===== config.mk =====
export PLATFORM = sky130hd
export DESIGN_NAME = seq_bcd_converter
export DESIGN_NICKNAME = d
export VERILOG_FILES = /design/src/rtl/seq_bcd_converter.sv
export SDC_FILE = /design/constraint.sdc
export NUM_CORES = 1
export LEC_CHECK = 0
export CORE_MARGIN = 1
export CORE_UTILIZATION = 55
export DETAILED_ROUTE_END_ITERATION = 8
export DONT_BUFFER_PORTS = 1
export PLACE_DENSITY = 0.77
export SYNTH_ARGS = -nofsm -noshare
export SYNTH_HDL_FRONTEND = slang
export SYNTH_SLANG_ARGS = --single-unit

===== constraint.sdc =====
create_clock -name clock -period 1.6 [get_ports clock]
set_input_delay 0.32 -clock clock [delete_from_list [all_inputs] [get_ports clock]]
set_output_delay 0.32 -clock clock [all_outputs]
set_load 0.02 [all_outputs]

===== src/rtl/seq_bcd_converter.sv =====
// Sequential binary-to-BCD converter (shift-and-add-3, one bit per clock).
// Ports:
//   clock    - sole clock, rising edge
//   reset_b  - synchronous active-low reset
//   Start    - conversion request, honoured only while idle
//   Product  - unsigned binary input, 2*dp_width bits
//   Ready    - 1 while idle (including the Done cycle)
//   Done     - one-cycle pulse when BCD has been updated
//   BCD      - packed BCD result, digit 0 (units) in bits [3:0]
// n_digits must satisfy 10^n_digits > 2^(2*dp_width) so no digit overflows.
module seq_bcd_converter #(
    parameter int unsigned dp_width = 5,
    parameter int unsigned n_digits = 4
) (
    input  logic                    clock,
    input  logic                    reset_b,
    input  logic                    Start,
    input  logic [2*dp_width-1:0]   Product,
    output logic                    Ready,
    output logic                    Done,
    output logic [4*n_digits-1:0]   BCD
);

    localparam int unsigned bin_w = 2 * dp_width;
    localparam int unsigned bcd_w = 4 * n_digits;
    localparam int unsigned cnt_w = $clog2(bin_w + 1);

    typedef enum logic {
        S_idle    = 1'b0,
        S_convert = 1'b1
    } state_t;

    state_t             state;
    logic [bin_w-1:0]   bin_q;
    logic [bcd_w-1:0]   dig_q;
    logic [bcd_w-1:0]   dig_adj;
    logic [bcd_w-1:0]   dig_next;
    logic [cnt_w-1:0]   cnt_q;

    // Add 3 to every digit >= 5, then shift the next binary bit in at the bottom.
    always_comb begin
        dig_adj = dig_q;
        for (int i = 0; i < int'(n_digits); i++) begin
            if (dig_q[4*i +: 4] >= 4'd5) begin
                dig_adj[4*i +: 4] = dig_q[4*i +: 4] + 4'd3;
            end
        end
        dig_next = {dig_adj[bcd_w-2:0], bin_q[bin_w-1]};
    end

    // Control, datapath and registered outputs.
    always_ff @(posedge clock) begin
        if (!reset_b) begin
            state <= S_idle;
            bin_q <= '0;
            dig_q <= '0;
            cnt_q <= '0;
            Ready <= 1'b1;
            Done  <= 1'b0;
            BCD   <= '0;
        end else begin
            Done <= 1'b0;
            case (state)
                S_idle: begin
                    if (Start) begin
                        bin_q <= Product;
                        dig_q <= '0;
                        cnt_q <= cnt_w'(bin_w);
                        Ready <= 1'b0;
                        state <= S_convert;
                    end
                end
                S_convert: begin
                    dig_q <= dig_next;
                    bin_q <= {bin_q[bin_w-2:0], 1'b0};
                    cnt_q <= cnt_q - cnt_w'(1);
                    // Last bit: publish the fully shifted digits this same edge.
                    if (cnt_q == cnt_w'(1)) begin
                        BCD   <= dig_next;
                        Done  <= 1'b1;
                        Ready <= 1'b1;
                        state <= S_idle;
                    end
                end
            endcase
        end
    end

endmodule


==> flow_summary.toml <==
[synth]
syn_inst = 241
syn-cell-area_um2 = 2210
ys_ff_latch = 49
seq_area_frac_synth_pct = 44.4
syn_nets = 264
ys_types = 28
syn_avg_cell_area_um2 = 9.17
synth_warnings = 0

[clock_network]
cts_sinks = 49
htreeDepth = 2
clk_pin_slew_ns = 0.09
postCtsHoldBufs = 0
cts_tree = "yes"
numCtsBuffers = 5
cts_buffer_depth = 2
root_buffer = "clkbuf_8"
clk_latency_ns = 0.30

[placed_design]
gp_congestion = 0.846
io_buffers = 0
hpwl_um = 2730
dp.cells = 279
placed_area_um2 = 2230

[timing]
finalSetupTns_ns = 0
worst_pin_slew_ns = 0.435
maxSlewHeadroom_pct = 71.0
fin_crit_ns = 1.51
timing.final.crit_share_pct = 94.3
maxSlewViolCount = 0
finalSetupViolations = 0
fmax_ghz = 0.663
hold_viol_final = 0
clock_skew_ns = 0.00599
rsz0062_at_grt = "yes"

[global_routing]
grt_pass1_wl_um = 6830
antenna_found_initial = 0
grt_pass1_vias = 1570
grt.overflow.total = 0
track_usage_pct = 20.9
grt_max_degree = 37

[power]
vdd_drop_max_uv = 615
p_per_area_nw_per_um2 = 939
p_leak_nw = 0.837

[route]
vias = 1600
wirelength_um = 3970
drc = 0
drt_iter0_markers = 72
ant_nets = 0
wire_per_inst_um = 13.8
vias_per_cell = 5.57
drtPass1Iterations = 4

[floorplan]
die_w_um = 65.4
rows = 22
die_area_um2 = 4280
start_util_pct = 58.6
die_y_um = 65.4
io_pins = 31
core_um2 = 3770

[final_layout]
final_cell_count_no_fill = 287
register_area_um2 = 981
nNetsFinal = 261
design_area_um2 = 2350
multi_input_area_um2 = 1110
layout_commonest_cell = "dfxtp_1"
final_util_pct = 62.3
fillers = 308
syn_to_final_growth_pct = 6.34
final_layout_size_suffix_gt1_share_pct = 10.9
final_cell_mix = "dfxtp_1, nand2_1, o21ai_0"
antenna_cells = 0

[critical_path]
rr_worst_depth = 6
regToRegSetupSlack_ns = 0.09
path_class = "reg2reg"
critical_path_arrival_ns = 1.72
crit_path_end_kind = "register"
start_kind = "register"
regToRegEndpoint = "dig_q[2]$_SDFFE_PN0P_"
reg2reg_from = "dig_q[1]$_SDFFE_PN0P_"
cp.required_ns = 1.81
cp_max_fo = 4

[flow_run]
max_cap_violations = 0

[hold_path]
hold-path-endpoint = "bin_q[1]$_SDFFE_PN0P_"
min_path_type = "in2reg"
whs_path_depth = 1
min-delay-start = "reset_b"

[outcome]
status = "complete, no violations"
==> final cells by class <==
cell class,instances,area share (%)
multi-input combinational,161,47.3
timing repair buffer,5,1.60
tap,48,2.55
clock inverter,1,0.213
inverter,16,2.55
clock buffer,7,4.10
sequential,49,41.7
==> through the flow <==
| stage | hold slack, ns | total power (W) | setup slack [ns] |
|---|---|---|---|
| final | 0.140 | 0.00221 | 0.0909 |
| after global routing | 0.130 | 0.00230 | -0.000896 |
| after CTS | 0.134 | 0.00222 | 0.0335 |
| after detailed placement | 0.448 | 0.00145 | 0.0552 |
| after global placement | 0.444 | 0.00145 | 0.0953 |
| after floorplan | 0.463 | 0.00144 | 0.174 |
==> cell families (layout without fill, tap and decap cells) <==
logic type	Yosys count	in the layout	share of synthesized area, %
simple gates	70	70	17.5
compound gates	61	61	16.9
flops	49	49	44.4
buf+inv	31	29	6.45
mux	15	15	7.07
fa+ha+maj	10	10	5.66
xor+xnor	5	5	1.98
==> routing by layer <==
layer | wire length [um] | vias up | part of all wire [%] | global-route usage (%)
met4 | 77 | 0 | 1.9 | 9.78
met2 | 1910 | 22 | 48 | 36.6
met5 | 0 | - | 0 | 0
met3 | 130 | 6 | 3.3 | 4.51
li1 | - | 825 | - | -
met1 | 1850 | 747 | 47 | 24.0
==> critical path, stage by stage, from the launching register on <==
cell and delay [ns]:
dfxtp_1 0.35, inv_1 0.09, ha_1 0.18, nand2b_1 0.16, a21oi_2 0.18, mux2_2 0.36
o32ai_1 0.11
==> report_power, final <==
group / internal, W / switching [W]
Sequential: 0.00125 / 0.0000261
Combinational: 0.0000677 / 0.0000789
Clock: 0.000391 / 0.000394
==> how the worst max path moves through the flow <==
stage	start	end	slack, ns	cells past startpoint
2_1_floorplan	dig_q[9]$_SDFFE_PN0P_	dig_q[10]$_SDFFE_PN0P_	0.17	6
3_3_place_gp	dig_q[5]$_SDFFE_PN0P_	dig_q[6]$_SDFFE_PN0P_	0.1	6
3_5_place_dp	dig_q[12]$_SDFFE_PN0P_	dig_q[14]$_SDFFE_PN0P_	0.06	6
4_1_cts	dig_q[12]$_SDFFE_PN0P_	dig_q[14]$_SDFFE_PN0P_	0.03	6
5_1_grt	dig_q[9]$_SDFFE_PN0P_	dig_q[10]$_SDFFE_PN0P_	-0.0009	6
6_report	dig_q[1]$_SDFFE_PN0P_	dig_q[2]$_SDFFE_PN0P_	0.09	6
==> cell usage after synthesis <==
cell      count  area, um^2
a21boi_0      1        7.51
a21oi_1      14        70.1
a22o_1        4        35.0
and2_1        9        56.3
buf_2         6        30.0
buf_4         1        7.51
buf_6         2        22.5
clkbuf_1      6        22.5
dfxtp_1      49         981
ha_1         10         125
inv_1        16        60.1
mux2_2        5        56.3
mux2i_1      10         100
nand2_1      29         109
nand2b_1      7        43.8
nand3_1       2        10.0
nor2_1        1        3.75
nor2b_1       8        50.1
nor3_1        3        15.0
nor3b_1      10        75.1
nor4bb_4      1        25.0
o211a_1       1        10.0
o21ai_0      19        95.1
o21ai_1      10        50.1
o311a_1       1        10.0
o32ai_1      11        96.3
xnor2_1       4        35.0
xor2_1        1        8.76
==> registers in the layout, summed over array words and instances, names as in the netlist <==
register,count
Done,1
bin_q,10
state,1
cnt_q,4
BCD,16
Ready,1
dig_q,16
==> timing repair <==
| action | in CTS | in global routing |
|---|---|---|
| setup buffers | 0 | 0 |
| resized for setup | 0 | 7 |
| setup endpoints to repair | 0 | 8 |
Note: power is estimated with default switching activity, not from simulation.
==> patch 1, RTL diff (same flow settings) <==
Change the parameter `dp_width` from 5 to 10.
--- a/src/rtl/seq_bcd_converter.sv
+++ b/src/rtl/seq_bcd_converter.sv
@@ -10,5 +10,5 @@
 // n_digits must satisfy 10^n_digits > 2^(2*dp_width) so no digit overflows.
 module seq_bcd_converter #(
-    parameter int unsigned dp_width = 5,
+    parameter int unsigned dp_width = 10,
     parameter int unsigned n_digits = 4
 ) (
Interface: changed (resized Product); port bits go from 31 to 41. No check against the original RTL was run, so the function may have changed too.
==> patch 1 against the original RTL <==
Design area is 29% higher; synthesized cell count rose by 22%; wire length increased by 35%; power up 40%; highest routed layer unchanged; worst setup slack got worse by 0.014 ns; synthesized area increased by 24%; sequential cell count up 11.
==> patch 1: results (changes against the original RTL) <==
status -> complete, no violations (unchanged)
Global Route met3 Usage -> 0.09861 (was 0.04514)
routing usage on met2 -> 0.3468 (was 0.3660)
Commonest cells post-synth -> 60 x dfxtp_1, 42 x nor2_1, 40 x a21oi_1 (was 49 x dfxtp_1, 29 x nand2_1, 19 x o21ai_0)
global-route wire length before repair -> 8576 um (was 6831 um)
Synth area leaders -> dfxtp_1 44%, mux2i_1 7.7%, a21oi_1 7.3% (was dfxtp_1 44%, ha_1 5.7%, nand2_1 4.9%)
Met2 Wirelength -> 2470 um (was 1910 um)
multi-input combinational cell area -> 1384 um2 (was 1111 um2)
CP Data Arrival Time -> 1.76 ns (was 1.72 ns)
Multi-input comb cells -> 195 (was 161)
Largest regs -> bin_q x20, BCD x16, dig_q x16 (was BCD x16, dig_q x16, bin_q x10)
initial drt markers -> 61 (was 72)
DRT met1 WL -> 2479 um (was 1853 um)
worst vdd ir -> 0.5890 mV (was 0.6151 mV)
buffer share of cell area -> 0.03468 (was 0.01597)
Lkg Pwr -> 1.143 nW (was 0.8369 nW)
clock network fraction of design power -> 0.409 (was 0.356)
skew final -> 0.005877 ns (was 0.005994 ns)
H-tree levels -> 3 (was 2)
GR Util All Layers -> 0.2185 (was 0.2091)
largest net degree at the start of global routing -> 46 (was 37)
met1 Use GR -> 0.2480 (was 0.2403)
register area share after synthesis -> 0.4392 (was 0.4437)
Worst slew margin -> 0.7306 (was 0.7095)
met3 WL post-DR -> 320 um (was 130 um)
vias in the first global route -> 1945 (was 1570)
Comb pwr share -> 0.081 (was 0.066)
nets@finish -> 331 (was 261)
ClkCell Share -> 0.06193 (was 0.04311)
filler cell count -> 394 (was 308)
clk slew on worst S/H paths -> 0.07 ns (was 0.09 ns)
TritonCTS buffer count -> 9 (was 5)
Switching Fraction -> 0.2466 (was 0.2261)
clk_buf instances -> 12 (was 7)
register share of the cell area -> 0.3968 (was 0.4172)
invs w/o clock -> 18 (was 16)
FFs & Latches -> 60 (was 49)
patch 1: changes by cell type in the layout (fill, tap and decap cells not counted), sizes merged, moves of 5 or more:
cell     unedited run  this run
and2                9         1
o2bb2ai             0        15
o21ai              29         9
clkbuf              7        12
nand2              29         3
buf                 5        14
nor2b               8         1
mux2i              10        21
nor2                1        42
dfxtp              49        60
a21oi              14        40
patch 1: through the flow:
| step | area, um2 | setup slack [ns] | cells | total power, mW | hold WS, ns |
|---|---|---|---|---|---|
| global placement | 2821 | 0.1226 | 354 | 1.853 | 0.4691 |
| floorplan | 2735 | 0.1518 | 293 | 1.818 | 0.4532 |
| detailed placement | 2821 | 0.05521 | 354 | 1.862 | 0.4735 |
| CTS | 3009 | 0.001260 | 370 | 3.129 | 0.1495 |
| global route | 3030 | 0.0004162 | 370 | 3.236 | 0.1630 |
| finish | 3030 | 0.07719 | 370 | 3.093 | 0.1685 |
patch 1: worst paths after layout:
path | from | end | slack (ns) | cells past startpoint
worst max-delay path | dig_q[5]$_SDFFE_PN0P_ | dig_q[6]$_SDFFE_PN0P_ | 0.08 | 6
worst min-delay path | Start | cnt_q[1]$_SDFFE_PN0P_ | 0.17 | 2
worst max register to register | dig_q[5]$_SDFFE_PN0P_ | dig_q[6]$_SDFFE_PN0P_ | 0.08 | 6
worst min register to register | bin_q[8]$_SDFFE_PN0P_ | bin_q[9]$_SDFFE_PN0P_ | 0.49 | 2
patch 1: cells by family after synthesis:
kind of cell / share of synthesized area
xor gates and xnor gates: 0.01281
DFF: 0.4392
buffers and inverters: 0.06267
adders and majority gates: 0.04575
and+or+nand+nor: 0.1391
muxes: 0.09332
AOI/OAI and AO/OA: 0.2072
==> patch 2, RTL diff (same flow settings) <==
Without the edit above. Make the reset (`reset_b`) asynchronous in one clocked block. Comments in the files are not updated.
--- a/src/rtl/seq_bcd_converter.sv
+++ b/src/rtl/seq_bcd_converter.sv
@@ -50,5 +50,5 @@
 
     // Control, datapath and registered outputs.
-    always_ff @(posedge clock) begin
+    always_ff @(posedge clock or negedge reset_b) begin
         if (!reset_b) begin
             state <= S_idle;
Behaviour: differs if reset_b is asserted again (counterexample within 4 cycles, from zero or initial values and one cycle with reset_b low); with reset_b held inactive, the same outputs for 10 cycles.
==> patch 2 against the original RTL <==
Clock skew is 0.00060 ns higher; global-route usage is 0.98 points lower; worst setup slack hardly changed; wire length is 0.91% lower; sequential cell count stayed put; design area is 8.4% higher; synthesized area is 9.2% higher; first-iteration DRC count is 24% higher; critical path type unchanged; largest cell class is now sequential cells.
Power is not compared: it rests on default switching activity, and its combinational part moved more than twofold at a synthesized area within 25%.
==> patch 2: results (changes against the original RTL) <==
buffer share of cell area -> 0.02651 (was 0.01597)
GR Util All Layers -> 0.1993 (was 0.2091)
global-route wire length before repair -> 6555 um (was 6831 um)
commonest non-fill, non-tap cell in the layout -> dfrtp_1 (was dfxtp_1)
Post-Syn Instances -> 219 (was 241)
Post-DP Area -> 2416 um2 (was 2226 um2)
register area share after synthesis -> 0.5086 (was 0.4437)
skew final -> 0.006590 ns (was 0.005994 ns)
pre-CTS setup slack -> 0.1003 ns (was 0.05524 ns)
Met2 Wirelength -> 1925 um (was 1910 um)
met3 WL post-DR -> 114 um (was 130 um)
Via density -> 5.520 (was 5.575)
largest net degree at the start of global routing -> 50 (was 37)
family with the most delay on the worst path -> flip-flops (was multiplexers)
Worst slew margin -> 0.7523 (was 0.7095)
Mapped Nets -> 242 (was 264)
Multi-input comb cells -> 146 (was 161)
CORE AREA -> 4115 um2 (was 3771 um2)
vias in the first global route -> 1454 (was 1570)
invs w/o clock -> 12 (was 16)
DP Wirelength -> 2565 um (was 2732 um)
hold_buf cts -> 2 (was 0)
mux contribution to synthesized area -> 0.1353 (was 0.07074)
critical path fanouts, max -> 5 (was 4)
gpl congestion -> 0.7582 (was 0.8462)
status -> complete, no violations (unchanged)
register area -> 1229 um2 (was 980.9 um2)
filler cell count -> 344 (was 308)
DRT met1 WL -> 1810 um (was 1853 um)
met1 Use GR -> 0.2495 (was 0.2403)
initial drt markers -> 89 (was 72)
routing usage on met2 -> 0.3186 (was 0.3660)
critical path's largest stage delay -> 0.44 ns (was 0.36 ns)
layout cells sized above 1 -> 0.1312 (was 0.1088)
fraction of area in multi-input gates -> 0.4168 (was 0.4726)
Synth area leaders -> dfrtp_1 50%, mux2i_1 8.7%, ha_1 5.2% (was dfxtp_1 44%, ha_1 5.7%, nand2_1 4.9%)
Global Route met3 Usage -> 0.04333 (was 0.04514)
largest family of logic cells by synthesized area -> multiplexers (was simple AND/OR/NAND/NOR gates)
H-tree levels -> 2 (unchanged)
routed length per instance -> 14.52 um (was 13.84 um)
ClkCell Share -> 0.03142 (was 0.04311)
Synth Area in XOR/XNOR -> 0.02177 (was 0.01981)
initial antenna violation count -> 0 (unchanged)
CP Data Arrival Time -> 1.70 ns (was 1.72 ns)
clk_buf instances -> 8 (was 7)
adder-cell share of the synthesized area -> 0.05184 (was 0.05659)
Synth Area in Compound Gates -> 0.1078 (was 0.1692)
Yosys cell types -> 26 (was 28)
-- patch 2: cell types whose count changed after synthesis, moves of 5 or more --
cell and delta:
dfxtp_1 -49, dfrtp_1 +48, mux2i_1 +11, o32ai_1 -11, o21ai_1 -10, a21o_1 +9, and2_1 -9, nor2b_1 -8
mux2_4 +7, a21oi_1 -5, inv_1 -5, nor3_1 +5
-- patch 2: final timing paths --
check / startpoint / end / cells past startpoint / slack [ns]
worst max-delay path: dig_q[8]$_DFFE_PN0P_ / BCD[10]$_DFFE_PN0P_ / 6 / 0.09
worst min-delay path: Start / dig_q[0]$_DFFE_PN0P_ / 1 / 0.1
worst max register to register: dig_q[8]$_DFFE_PN0P_ / BCD[10]$_DFFE_PN0P_ / 6 / 0.09
worst min register to register: bin_q[8]$_DFFE_PN0P_ / bin_q[9]$_DFFE_PN0P_ / 2 / 0.49
max in group asynchronous: reset_b / Ready$_DFFE_PN1P_ / 2 / 0.80
min in group asynchronous: reset_b / dig_q[7]$_DFFE_PN0P_ / 2 / 0.52
